File: src/rtl/pmem_arb_pkg.sv
// Shared types and constants for the program-ROM port arbiter.
// PMEM_ARB_STARVE_EN (optional) enables the IF anti-starvation counter.
package pmem_arb_pkg;

  typedef enum logic [1:0] {
    OWN_NONE,
    OWN_IF,
    OWN_D
  } pmem_owner_e;

  localparam int unsigned PMEM_WORD_W = 32;
  localparam int unsigned PMEM_DEPTH  = 256;

endpackage

File: src/rtl/pmem_arb_grant.sv
// Grant logic for the program-ROM port: D-side priority, with an optional IF starvation breaker.
// Define PMEM_ARB_STARVE_EN to build the denial counter; otherwise priority is strict.
module pmem_arb_grant
  import pmem_arb_pkg::*;
#(
  parameter int unsigned STARVE_MAX = 4
) (
  input  logic clk,
  input  logic rst_n,
  input  logic if_req,
  input  logic d_req,
  output logic if_gnt,
  output logic d_gnt
);

`ifdef PMEM_ARB_STARVE_EN
  localparam int unsigned CntW = $clog2(STARVE_MAX + 1);

  logic [CntW-1:0] starve_cnt_q, starve_cnt_d;
  logic            force_if;

  assign force_if = if_req && (starve_cnt_q == CntW'(STARVE_MAX));

  always_comb begin
    if_gnt       = if_req && (!d_req || force_if);
    d_gnt        = d_req && !force_if;
    starve_cnt_d = '0;
    // Count consecutive denied IF cycles; any IF grant or dropped request clears it.
    if (if_req && !if_gnt && (starve_cnt_q != CntW'(STARVE_MAX))) begin
      starve_cnt_d = starve_cnt_q + 1'b1;
    end
  end

  always_ff @(posedge clk or negedge rst_n) begin
    if (!rst_n) begin
      starve_cnt_q <= '0;
    end else begin
      starve_cnt_q <= starve_cnt_d;
    end
  end
`else
  logic unused_cfg;

  // Strict priority is purely combinational; clock, reset and threshold go unused.
  assign unused_cfg = clk ^ rst_n ^ (STARVE_MAX != 0);

  always_comb begin
    if_gnt = if_req && !d_req;
    d_gnt  = d_req;
  end
`endif

endmodule

File: src/rtl/pmem_port_arb.sv
// Shares the single 1-cycle read port of the program ROM between instruction fetch and D-side loads.
// Build option PMEM_ARB_STARVE_EN adds a forced IF grant after STARVE_MAX consecutive denials.
module pmem_port_arb
  import pmem_arb_pkg::*;
#(
  parameter int unsigned ADDR_W     = 10,
  parameter int unsigned STARVE_MAX = 4
) (
  input  logic                   clk,
  input  logic                   rst_n,
  input  logic                   if_req_c0,
  input  logic [ADDR_W-1:0]      if_addr_c0,
  output logic                   if_gnt_c0,
  output logic                   if_rvalid_c1,
  output logic [PMEM_WORD_W-1:0] if_rdata_c1,
  input  logic                   d_req_c0,
  input  logic [ADDR_W-1:0]      d_addr_c0,
  output logic                   d_gnt_c0,
  output logic                   d_rvalid_c1,
  output logic [PMEM_WORD_W-1:0] d_rdata_c1,
  output logic [ADDR_W-1:0]      pmem_addr_c0,
  input  logic [PMEM_WORD_W-1:0] pmem_rdata_c1
);

  pmem_owner_e       owner_q, owner_d;
  logic [ADDR_W-1:0] last_addr_q;

  pmem_arb_grant #(
    .STARVE_MAX (STARVE_MAX)
  ) u_grant (
    .clk    (clk),
    .rst_n  (rst_n),
    .if_req (if_req_c0),
    .d_req  (d_req_c0),
    .if_gnt (if_gnt_c0),
    .d_gnt  (d_gnt_c0)
  );

  // With no grant the ROM keeps seeing the previous address, so its output stays put.
  always_comb begin
    owner_d      = OWN_NONE;
    pmem_addr_c0 = last_addr_q;
    if (if_gnt_c0) begin
      owner_d      = OWN_IF;
      pmem_addr_c0 = if_addr_c0;
    end else if (d_gnt_c0) begin
      owner_d      = OWN_D;
      pmem_addr_c0 = d_addr_c0;
    end
  end

  always_ff @(posedge clk or negedge rst_n) begin
    if (!rst_n) begin
      owner_q     <= OWN_NONE;
      last_addr_q <= '0;
    end else begin
      owner_q     <= owner_d;
      last_addr_q <= pmem_addr_c0;
    end
  end

  assign if_rvalid_c1 = (owner_q == OWN_IF);
  assign d_rvalid_c1  = (owner_q == OWN_D);
  assign if_rdata_c1  = if_rvalid_c1 ? pmem_rdata_c1 : '0;
  assign d_rdata_c1   = d_rvalid_c1 ? pmem_rdata_c1 : '0;

endmodule

File: config.mk
export PLATFORM = sky130hd
export DESIGN_NAME = pmem_port_arb
export DESIGN_NICKNAME = d
export VERILOG_FILES = /design/src/rtl/pmem_arb_pkg.sv /design/src/rtl/pmem_arb_grant.sv /design/src/rtl/pmem_port_arb.sv
export SDC_FILE = /design/constraint.sdc
export NUM_CORES = 1
export LEC_CHECK = 0
export CORE_MARGIN = 3
export CORE_UTILIZATION = 22
export DETAILED_ROUTE_END_ITERATION = 16
export GPL_TIMING_DRIVEN = 0
export PLACE_DENSITY = 0.73
export SLEW_MARGIN = 20
export SYNTH_ARGS = -nofsm -noshare
export SYNTH_HDL_FRONTEND = slang
export SYNTH_SLANG_ARGS = --single-unit
File: constraint.sdc
create_clock -name clk -period 0.91 [get_ports clk]
set_input_delay 0.091 -clock clk [delete_from_list [all_inputs] [get_ports clk]]
set_output_delay 0.091 -clock clk [all_outputs]
set_load 0.05 [all_outputs]
==> metrics.md <==
| Metric | Value |
|---|---|
| Status | `complete, but fails checks` |
| Violations in the final reports | `negative setup slack` |
| Compound-gate portion of the synthesized area | `0.05006` |
| Startpoint type of the worst setup path | `flop` |
| Largest net degree at the start of global routing | `13` |
| Root buffer cell | `sky130_fd_sc_hd__clkbuf_8` |
| Critical path required time | `0.82 ns` |
| Synth top cells by count | `sky130_fd_sc_hd__and2_1, sky130_fd_sc_hd__dfrtp_1, sky130_fd_sc_hd__mux2i_1, sky130_fd_sc_hd__nand2_1, sky130_fd_sc_hd__o21ai_1` |
| Count of final max-slew check failures | `0` |
| First-pass GRT wire length | `7383 um` |
| Arrival time of data at the critical path endpoint | `1.37 ns` |
| Synth warnings | `0` |
| Met1 Usage GRT | `0.2194` |
| Share of synthesized registers carrying an async set or reset | `1.000` |
| Synthesized-area fraction occupied by adder cells | `0` |
| Peak VDD IR | `0.0009721 V` |
| Clock network latency to the later pin of the worst-skew pair | `0.24 ns` |
| Post-synthesis cell area | `999.7 um^2` |
| Leak Pwr | `1.486 nW` |
| WL final | `5273 um` |
| Number of placed I/O pins | `134` |
| Portion of synthesized cell area occupied by the leading cell type | `0.4005` |
| Total overflow reported by the global router | `0` |
| Met2 demand-to-capacity share in global routing | `0.3108` |
| Global router's overall resource usage | `0.1780` |
| Total count of hold-check failures in the final report | `0` |
| CTS tree | `yes` |
| Area overhead of the layout relative to synthesis | `237.8%` |
| Wirelength per Cell | `16.79 um` |
| Die height | `73.41 um` |
| Sinks on the clock net | `12` |
| Element type at the critical path end | `output port` |
| Initial Utilization | `0.2379` |
| Share of the yosys chip area belonging to registers | `0.3004` |
| Port bufs | `133` |
| Final setup viols | `76` |
| Main combinational cell family by area after synthesis | `simple AND/OR/NAND/NOR gates` |
| Fraction of final layout cells sized beyond drive strength 1 | `0.7083` |
| Total clock buffers created by CTS | `3` |
| Number of routed nets with antenna violations | `0` |
| # Max-Cap Violations | `0` |
| Standard cell core area | `0.004202 mm^2` |
| Worst setup skew after layout | `0 ns` |
| Final worst-path cycle share | `1.608` |
| Mux share of post-synthesis cell area | `0.1001` |
| Worst Hold Class | `in -> async` |
| Average cell area after synthesis | `8.331 um^2` |
| Number of flops mapped to enable cells by yosys | `0` |
| Worst Path Class, Setup | `reg -> out` |
| Transition time at the pin with the least slew margin | `0.5741 ns` |
| Row count | `23` |
| Fmax | `683.5 MHz` |
| Number of iterations in the first detailed-routing pass | `3` |
| Setup repair after global routing missed its margin | `true` |
| Simple-gate area share of the yosys netlist | `0.4681` |
| Layout Nets | `322` |
| Minimum clock period after layout | `1.463 ns` |
| Worst hold slack | `0.2174 ns` |
| Global route hottest layer | `met2` |
| Antenna violations before repair | `0` |
| Post-route DRC violation count | `0` |
| Vias in the first global route | `1397` |
| Top-count cell post-synth | `sky130_fd_sc_hd__and2_1` |
| Depth of the most critical reg-to-reg path | `2` |
| Top cells by area in the synthesized netlist | `sky130_fd_sc_hd__and2_1, sky130_fd_sc_hd__dfrtp_1, sky130_fd_sc_hd__mux2i_1` |
| Max FO, Critical Path | `6` |
| Pre-CTS setup slack | `-1.117 ns` |
| Area share of xor/xnor cells in the synthesized design | `0` |
| Cell type with the largest total area after synthesis | `sky130_fd_sc_hd__and2_1` |
| Placed inst area | `0.002699 mm^2` |
| DR vias/cell | `4.462` |
| Dominant synthesized flop cell | `sky130_fd_sc_hd__dfrtp_1` |
| Synth Register Bits | `12` |
| Total number of vias | `1401` |
| Final non-filler cell area | `0.003377 mm^2` |
| Die area | `0.005389 mm^2` |
| H-tree level count | `1` |
| Clk pin slew, worst setup/hold paths | `0.06 ns` |
| Max transition margin | `0.6161` |
| DRC marker count from the first detailed-route iteration | `32` |
| Cts hold-fix bufs | `0` |
| Horizontal extent of the die | `73.41 um` |
| Number of cells produced by synthesis | `120` |
| Syn_nets | `176` |
| Final worst-path setup slack | `-0.5531 ns` |
| Antenna fix cells | `0` |
| Global Route met3 Usage | `0.03967` |
| Clock Path Buffers | `2` |
| Filler cell count | `237` |
| Total power consumption of the routed design | `0.003090 W` |
| Distinct cells, synth | `14` |
| HPWL after detailed placement | `3620 um` |
| Power per cell area | `914.9 mW/mm^2` |
| Routability Congestion | `0.6961` |
routing by layer:
layer  part of all wire  wire, um
met1               0.36      1906
met2               0.52      2731
met3               0.11       571
met4              0.012        63
met5                  0         0
metrics by stage:
stage	TNS (ns)	cells	utilization
floorplan	-10.35	120	-
global placement	-75.39	303	0.6423
detailed placement	-76.15	303	0.6423
CTS	-36.12	311	0.7802
global route	-39.29	314	0.8038
finish	-35.95	314	0.8038
timing repair:
action,CTS,global route
gates cloned,2,2
pin swaps,5,0
endpoints found under the setup margin,88,77
buffers inserted,3,1
resized for setup,642,12
hold endpoints to repair,0,0
placed cells by master, fill, tap and decap left out, drive strengths merged:
master / Yosys / routed
and2b: 1 / 1
nand2: 10 / 10
nor2b: 2 / 2
buf: 9 / 93
dfrtp: 12 / 12
and2: 64 / 64
clkdlybuf4s50: 0 / 53
mux2i: 10 / 10
o21ai: 10 / 10
clkdlybuf4s15: 0 / 1
clkbuf: 2 / 8
critical path, cell delays in order (launching register included):
cell and delay (ns):
sky130_fd_sc_hd__dfrtp_1 0.41, sky130_fd_sc_hd__nor2b_4 0.16, sky130_fd_sc_hd__buf_12 0.15, sky130_fd_sc_hd__clkbuf_16 0.14, sky130_fd_sc_hd__and2_4 0.14, sky130_fd_sc_hd__buf_8 0.14
kinds of logic after synthesis:
family / Yosys count
and+or+nand+nor: 77
DFF: 12
buffers and inverters: 11
AOI/OAI and AO/OA: 10
muxes: 10
cell type report:
type,count,area (um^2),share of cell area
well taps,50,62.56,0.01853
flip-flops and latches,12,300.3,0.08892
clock buffers,3,41.29,0.01223
plain buffers,11,158.9,0.04705
repair buffers,141,1814,0.5372
multi-input cells,97,999.7,0.2960
worst paths after layout:
| check | start | endpoint | slack, ns |
|---|---|---|---|
| min reg2reg | last_addr_q[6] | last_addr_q[6] | 0.59 |
| min in group clk | if_req_c0 | last_addr_q[9] | 0.30 |
| max reg2reg | last_addr_q[9] | last_addr_q[9] | 0.12 |
| max | owner_q[1] | if_rdata_c1[30] | -0.55 |
| min | rst_n | last_addr_q[5] | 0.22 |
| max in group asynchronous | rst_n | last_addr_q[0] | 0.31 |
flip-flops by register name, indices dropped and copies added, names as in the netlist:
signal and count:
last_addr_q 10, owner_q 2
report_power, final:
part           internal (W)  leakage, nW  switching (W)  total [W]
clock network      0.000292       0.0216       0.000198   0.000489
logic              0.000975         1.32        0.00101    0.00199
registers          0.000580        0.145      0.0000315   0.000612
total               0.00185         1.49        0.00124    0.00309
No activity file was read; power rests on OpenSTA's default activity.
